## src/rtl/fixed_predictor_decoder_if.sv

```systemverilog
`default_nettype none
// +----------------------------------------------------------------------------+
// | fixed_predictor_decoder_if                                                 |
// | Sample-stream bundle between residual decoder and fixed predictor stage.   |
// | Rev 1.0                                                                    |
// +----------------------------------------------------------------------------+
interface fixed_predictor_decoder_if #(
  parameter int DATA_W = 16
);
  logic                     iEnable;
  logic [15:0]              iBlockSize;
  logic [2:0]               iOrder;
  logic                     iValid;
  logic signed [DATA_W-1:0] iSample;
  logic signed [DATA_W-1:0] oSample;
  logic                     oValid;
  logic                     oDone;
  logic                     oError;

  modport master (
    output iEnable, iBlockSize, iOrder, iValid, iSample,
    input  oSample, oValid, oDone, oError
  );

  modport slave (
    input  iEnable, iBlockSize, iOrder, iValid, iSample,
    output oSample, oValid, oDone, oError
  );
endinterface
`default_nettype wire

```

## src/rtl/fixed_predictor_decoder.sv

```systemverilog
`default_nettype none
// +----------------------------------------------------------------------------+
// | fixed_predictor_decoder                                                    |
// | FLAC FIXED subframe reconstruction (orders 0-4); define                    |
// | FIXED_PRED_SATURATE_EN to clamp instead of wrapping the result.            |
// | Rev 1.0                                                                    |
// +----------------------------------------------------------------------------+
module fixed_predictor_decoder #(
  parameter int DATA_W = 16,
  parameter int ACC_W  = 20
) (
  input  logic                  iClock,
  input  logic                  iReset,
  fixed_predictor_decoder_if.slave bus
);

  localparam logic [1:0] c_IDLE     = 2'd0;
  localparam logic [1:0] c_WARMUP   = 2'd1;
  localparam logic [1:0] c_RUN      = 2'd2;
  localparam logic [1:0] c_FINISHED = 2'd3;

  logic [1:0]               r_state;
  logic [2:0]               r_order;
  logic [15:0]              r_blockSize;
  logic [15:0]              r_count;
  logic signed [DATA_W-1:0] r_s1, r_s2, r_s3, r_s4;
  logic signed [DATA_W-1:0] r_sample;
  logic                     r_valid;
  logic                     r_done;
  logic                     r_error;

  logic                     w_accept;
  logic                     w_idle;
  logic                     w_orderLegal;
  logic                     w_badConfig;
  logic [2:0]               w_order;
  logic [15:0]              w_blockSize;
  logic [15:0]              w_countNext;
  logic                     w_isWarmup;
  logic signed [ACC_W-1:0]  w_e1, w_e2, w_e3, w_e4, w_eIn;
  logic signed [ACC_W-1:0]  w_pred;
  logic signed [ACC_W-1:0]  w_sum;
  logic signed [DATA_W-1:0] w_result;
  logic signed [DATA_W-1:0] w_outSample;

  function automatic logic signed [ACC_W-1:0] sext(input logic signed [DATA_W-1:0] v);
    return {{(ACC_W-DATA_W){v[DATA_W-1]}}, v};
  endfunction

  assign w_accept     = bus.iEnable & bus.iValid & (r_state != c_FINISHED);
  assign w_idle       = (r_state == c_IDLE);
  assign w_orderLegal = (bus.iOrder <= 3'd4);
  assign w_badConfig  = !w_orderLegal || (bus.iBlockSize == 16'd0) ||
                        (bus.iBlockSize < {13'd0, bus.iOrder});

  // Configuration comes straight from the ports on the first accepted input.
  assign w_order      = w_idle ? (w_orderLegal ? bus.iOrder : 3'd0) : r_order;
  assign w_blockSize  = w_idle ? bus.iBlockSize : r_blockSize;
  assign w_countNext  = r_count + 16'd1;
  assign w_isWarmup   = ({13'd0, w_order} > r_count);

  assign w_e1  = sext(r_s1);
  assign w_e2  = sext(r_s2);
  assign w_e3  = sext(r_s3);
  assign w_e4  = sext(r_s4);
  assign w_eIn = sext(bus.iSample);

  always_comb begin
    w_pred = '0;
    case (w_order)
      3'd1:    w_pred = w_e1;
      3'd2:    w_pred = (w_e1 <<< 1) - w_e2;
      3'd3:    w_pred = (w_e1 <<< 1) + w_e1 - (w_e2 <<< 1) - w_e2 + w_e3;
      3'd4:    w_pred = (w_e1 <<< 2) - (w_e2 <<< 2) - (w_e2 <<< 1)
                        + (w_e3 <<< 2) - w_e4;
      default: w_pred = '0;
    endcase
  end

  assign w_sum = w_pred + w_eIn;

`ifdef FIXED_PRED_SATURATE_EN
  localparam logic signed [ACC_W-1:0] c_SAT_MAX =
    {{(ACC_W-DATA_W+1){1'b0}}, {(DATA_W-1){1'b1}}};
  localparam logic signed [ACC_W-1:0] c_SAT_MIN =
    {{(ACC_W-DATA_W+1){1'b1}}, {(DATA_W-1){1'b0}}};

  always_comb begin
    w_result = w_sum[DATA_W-1:0];
    if (w_sum > c_SAT_MAX)
      w_result = c_SAT_MAX[DATA_W-1:0];
    else if (w_sum < c_SAT_MIN)
      w_result = c_SAT_MIN[DATA_W-1:0];
  end
`else
  // Plain wrap keeps bit-exactness with the reference decoder.
  logic w_unusedSumHi;
  assign w_unusedSumHi = ^w_sum[ACC_W-1:DATA_W];
  assign w_result      = w_sum[DATA_W-1:0];
`endif

  assign w_outSample = w_isWarmup ? bus.iSample : w_result;

  always_ff @(posedge iClock) begin
    if (iReset) begin
      r_state     <= c_IDLE;
      r_order     <= 3'd0;
      r_blockSize <= 16'd0;
      r_count     <= 16'd0;
      r_s1        <= '0;
      r_s2        <= '0;
      r_s3        <= '0;
      r_s4        <= '0;
      r_sample    <= '0;
      r_valid     <= 1'b0;
      r_done      <= 1'b0;
      r_error     <= 1'b0;
    end else begin
      r_valid <= 1'b0;
      r_done  <= 1'b0;
      if (w_accept) begin
        if (w_idle) begin
          r_order     <= w_order;
          r_blockSize <= bus.iBlockSize;
          if (w_badConfig)
            r_error <= 1'b1;
        end
        if (w_blockSize == 16'd0) begin
          r_state <= c_FINISHED;
        end else begin
          r_valid  <= 1'b1;
          r_sample <= w_outSample;
          r_s1     <= w_outSample;
          r_s2     <= r_s1;
          r_s3     <= r_s2;
          r_s4     <= r_s3;
          r_count  <= w_countNext;
          if (w_countNext == w_blockSize) begin
            r_state <= c_FINISHED;
            r_done  <= 1'b1;
          end else if ({13'd0, w_order} > w_countNext) begin
            r_state <= c_WARMUP;
          end else begin
            r_state <= c_RUN;
          end
        end
      end
    end
  end

  assign bus.oSample = r_sample;
  assign bus.oValid  = r_valid;
  assign bus.oDone   = r_done;
  assign bus.oError  = r_error;

endmodule
`default_nettype wire

```

## src/flat_wrapper.sv

```systemverilog
// flat-port wrapper written by rule: the top's interface ports become plain ports
module fixed_predictor_decoder_flat 
#(
  parameter int DATA_W = 16,
  parameter int ACC_W  = 20
)
  (iClock, iReset, bus_iEnable, bus_iBlockSize, bus_iOrder, bus_iValid, bus_iSample, bus_oSample, bus_oValid, bus_oDone, bus_oError);
  fixed_predictor_decoder_if #(.DATA_W(DATA_W)) bus_i ();
  input  logic iClock;
  input  logic iReset;
  input wire logic [$bits(bus_i.iEnable)-1:0] bus_iEnable;
  input wire logic [$bits(bus_i.iBlockSize)-1:0] bus_iBlockSize;
  input wire logic [$bits(bus_i.iOrder)-1:0] bus_iOrder;
  input wire logic [$bits(bus_i.iValid)-1:0] bus_iValid;
  input wire logic [$bits(bus_i.iSample)-1:0] bus_iSample;
  output wire logic [$bits(bus_i.oSample)-1:0] bus_oSample;
  output wire logic [$bits(bus_i.oValid)-1:0] bus_oValid;
  output wire logic [$bits(bus_i.oDone)-1:0] bus_oDone;
  output wire logic [$bits(bus_i.oError)-1:0] bus_oError;
  assign bus_i.iEnable = bus_iEnable;
  assign bus_i.iBlockSize = bus_iBlockSize;
  assign bus_i.iOrder = bus_iOrder;
  assign bus_i.iValid = bus_iValid;
  assign bus_i.iSample = bus_iSample;
  assign bus_oSample = bus_i.oSample;
  assign bus_oValid = bus_i.oValid;
  assign bus_oDone = bus_i.oDone;
  assign bus_oError = bus_i.oError;
  fixed_predictor_decoder #(.DATA_W(DATA_W), .ACC_W(ACC_W)) u_core (.iClock(iClock), .iReset(iReset), .bus(bus_i));
endmodule
```

## config.mk

```make
export PLATFORM = sky130hd
export DESIGN_NAME = fixed_predictor_decoder_flat
export DESIGN_NICKNAME = d
export VERILOG_FILES = /design/src/rtl/fixed_predictor_decoder_if.sv /design/src/rtl/fixed_predictor_decoder.sv /design/src/flat_wrapper.sv
export SDC_FILE = /design/constraint.sdc
export NUM_CORES = 1
export LEC_CHECK = 0
export ABC_AREA = 0
export CORE_MARGIN = 10
export CORE_UTILIZATION = 28
export DETAILED_ROUTE_END_ITERATION = 8
export PLACE_DENSITY_LB_ADDON = 0.25
export RECOVER_POWER = 25
export SYNTH_ARGS = -nofsm -noshare
export SYNTH_HDL_FRONTEND = slang
export SYNTH_SLANG_ARGS = --single-unit
export TNS_END_PERCENT = 100
```

## constraint.sdc

```tcl
create_clock -name iClock -period 11.6 [get_ports iClock]
set_input_delay 2.32 -clock iClock [delete_from_list [all_inputs] [get_ports iClock]]
set_output_delay 2.32 -clock iClock [all_outputs]
set_load 0.05 [all_outputs]
```

==> results.toml <==
[pwr]
pwr-share-comb_pct = 51.3
swShare_pct = 42.5
powerDensity_nw_per_um2 = 132
ir_drop_v = 0.0000656
cellLeakagePower_nw = 4.68
netSwitchingPower_mw = 0.650
clockPowerShare_pct = 23.0
internal_power_mw = 0.879
fin_total_pwr_mw = 1.53
power.share.sequential_pct = 25.7

[die]
die_w_microns = 212
num_rows = 70
fp.dieArea_sq_um = 44900
io_pins = 58
start_util_pct = 28.3
core_area_sq_um = 36400
die_y_microns = 212

[global_routing]
top_usage_layer = "met2"
grt_max_degree = 84
grt_pass1_wl_mm = 47.2
grt_overflow = 0
grtUsageTotal_pct = 13.1
grtUsageMet1_pct = 18.3
grt_pass1_vias = 8656
grt_util_met3_pct = 1.83
gr-usage-met2_pct = 20.5
antenna_found_initial = 0

[placement]
dpl.hpwl_mm = 22.0
portBuffers = 57
placed_area_sq_um = 11300
gp_congestion = 0.862
place_inst = 1781

[timing]
fmax_mhz = 141
fin_setup_tns_ns = 0
fin_crit_sh_pct = 61.2
tightest_slew_ns = 0.927
setup_viol = 0
skew_ns = 0.00956
rsz0062_at_grt = "false"
maxSlewViolCount = 0
min_period_ns = 7.10
hold_viol = 0
slew_headroom_pct = 38.2

[yosys]
ys_seq_elements = 104
ys_types = 77
yosysSeqAreaShare_pct = 20.2
postSynthCellCount = 1300
synth_flop_cell = "dfxtp_1"
synth_edf_count = 0
syn-num-nets = 1496
syn_avg_cell_area_sq_um = 7.93
async_flop_share_pct = 0
syn_area_sq_um = 10300
ys_warn_count = 0

[layout]
postLayoutCellArea_sq_um = 11600
syn_to_final_growth_pct = 12.8
final_nets = 1520
fillerInstances = 3925
num_antenna_cells = 0
layout.cells.non_filler = 1796
final_util_pct = 31.9
drive_gt1_share_pct = 3.39

[clocking]
ctsResizeCount = 0
holdBufCountCts = 0
post_cts_buffers = 0
clkTransAtPathRegs_ns = 0.08
cts_sinks = 104
h-tree-depth = 3
clkLatencyLatePin_ns = 0.38
cts_root_buffer = "clkbuf_16"
cts_buffers = 9
cts_tree = "done"
clk_path_buf_depth = 2

[detailed_routing]
drc = 0
drt-initial-drc-count = 517
num_vias = 8791
drt_wl_total_mm = 28.8
ant_nets = 0
dr.pass1.iters = 5
drt-wirelength-per-cell_microns = 16.1
avgViaCountPerCell = 4.89

[setup_path]
required_ns = 11.87
critPathArrivalTime_ns = 7.37
critical_path.max_stage_delay_ns = 0.70
cp_slowest_cell = "nor3_2"
criticalPathCategory = "input pin to register"
crit_path_end_kind = "register"
path_max_fanout = 19
crit_path_start_kind = "input pin"
path_cells = "clkdlybuf4s50_1, nor2b_1, mux2i_4, inv_2, nor3_2, a22oi_1, o21a_1, inv_1, ha_1, a211oi_1, o21ai_0, a31oi_1, a21oi_1, o41ai_1, nor4_1, nor4b_1, a2111oi_2, nand2_1"

[run_status]
outcome = "completed"

[job]
drv_cap = 0

[min_path]
hp-class = "register to register"
-- power groups by stage --
stage	sequential (mW)	clock, mW	combinational (mW)
detailed placement	0.402	0	0.778
global route	0.396	0.374	0.880
global placement	0.402	0	0.780
floorplan	0.413	0	0.569
CTS	0.393	0.361	0.786
finish	0.392	0.352	0.785
-- flip-flops by register name, indices dropped and copies added (netlist names) --
register            count
u_core.r_s3            16
u_core.r_blockSize     16
u_core.bus.oValid       1
u_core.r_s4            16
u_core.bus.oError       1
u_core.r_order          3
u_core.bus.oDone        1
u_core.r_s1            16
u_core.r_state          2
u_core.r_s2            16
u_core.r_count         16
-- worst max-delay path: cells and delay by family --
family	cells	cell delay, ns
compound gates	8	2.35
fa+ha+maj	1	0.22
buf+inv	3	0.92
mux	1	0.33
simple gates	5	1.21
-- per-stage QoR --
stage,hold slack [ns],setup slack [ns]
3_5_place_dp,0.448,4.16
5_1_grt,0.493,4.08
2_1_floorplan,0.436,5.78
4_1_cts,0.459,4.48
3_3_place_gp,0.441,4.37
6_report,0.458,4.50
-- final cells by class --
cell class	count	area (sq um)	share of cell area, %
clock buffers	9	225	1.94
well taps	468	586	5.04
repair buffers	61	598	5.15
flip-flops and latches	104	2080	17.9
multi-input cells	955	7310	62.9
clock inverters	6	92.6	0.797
inverters	193	724	6.23
-- cells in the final DEF (no fill, tap or decap), types with 4 or more instances in the layout --
| cell type | instances |
|---|---|
| a21oi_1 | 130 |
| and3_1 | 6 |
| nor4_1 | 8 |
| mux2i_1 | 19 |
| nor2_1 | 67 |
| clkdlybuf4s50_1 | 44 |
| dlygate4sd3_1 | 12 |
| a211o_1 | 4 |
| clkbuf_16 | 9 |
| or3_1 | 13 |
| a31oi_1 | 10 |
| nand2_1 | 182 |
| o21bai_1 | 4 |
| inv_1 | 191 |
| dfxtp_1 | 104 |
| xor2_1 | 32 |
| o21ai_0 | 51 |
| a21o_1 | 14 |
| nand4_1 | 10 |
| o211ai_1 | 9 |
| or4_1 | 5 |
| xnor2_1 | 50 |
| nor2b_1 | 8 |
| nand2b_1 | 9 |
| a22oi_1 | 8 |
| nor3_1 | 24 |
| buf_4 | 5 |
| a211oi_1 | 26 |
| nand3_1 | 23 |
| o21a_1 | 14 |
| nor3b_1 | 5 |
| fa_1 | 84 |
| ha_1 | 73 |
-- routing by layer --
metal	vias up	share of wire, %
li1	4400	-
met1	4238	50
met2	131	45
met3	22	3.5
met4	0	1.3
met5	-	0
-- cells in the mapped netlist, types with 3 or more instances --
| library cell | n | area (sq um) |
|---|---|---|
| fa_1 | 84 | 1680 |
| nor4_1 | 8 | 50.1 |
| o211ai_1 | 9 | 67.6 |
| o21ai_0 | 51 | 255 |
| a21oi_1 | 130 | 651 |
| or3_1 | 13 | 81.3 |
| dfxtp_1 | 104 | 2080 |
| a211o_1 | 4 | 35.0 |
| nor2b_1 | 8 | 50.1 |
| nor2_1 | 68 | 255 |
| nand3_1 | 23 | 115 |
| o41ai_1 | 3 | 26.3 |
| nand2_1 | 182 | 683 |
| nor3_1 | 24 | 120 |
| a211oi_1 | 26 | 195 |
| o221ai_1 | 3 | 26.3 |
| nand4_1 | 10 | 62.6 |
| inv_1 | 191 | 717 |
| xor2_1 | 32 | 280 |
| a21o_1 | 14 | 105 |
| o21a_1 | 14 | 105 |
| mux2i_1 | 19 | 190 |
| a22oi_1 | 8 | 60.1 |
| a41o_1 | 3 | 30.0 |
| buf_1 | 3 | 11.3 |
| xnor2_1 | 50 | 438 |
| nand3b_1 | 3 | 22.5 |
| a31oi_1 | 10 | 62.6 |
| ha_1 | 73 | 913 |
| clkbuf_1 | 33 | 124 |
| o31ai_1 | 3 | 22.5 |
| nand2b_1 | 9 | 56.3 |
| or2_2 | 3 | 18.8 |
| buf_2 | 10 | 50.1 |
| and3_1 | 6 | 37.5 |
| nor3b_1 | 5 | 37.5 |
| or4_1 | 5 | 37.5 |
| o21bai_1 | 4 | 30.0 |
-- logic make-up after synthesis --
family / synth area share, %
AOI/OAI and AO/OA: 19.0
muxes: 2.28
DFF: 20.2
and+or+nand+nor: 17.0
adders and majority gates: 25.2
xor gates and xnor gates: 7.28
buffers and inverters: 9.04
-- worst paths after layout --
path         cells past startpoint  slack, ns                         from                           end
max                             18       4.50                bus_iOrder[2]  u_core.r_s1[15]$_SDFFE_PP0P_
max reg2reg                     23       5.08  u_core.r_s3[2]$_SDFFE_PP0P_  u_core.r_s1[15]$_SDFFE_PP0P_
min                              2       0.46  u_core.r_s4[6]$_SDFFE_PP0P_   u_core.r_s4[6]$_SDFFE_PP0P_
min reg2reg                      2       0.46  u_core.r_s4[6]$_SDFFE_PP0P_   u_core.r_s4[6]$_SDFFE_PP0P_
(Power assumes the default switching activity.)
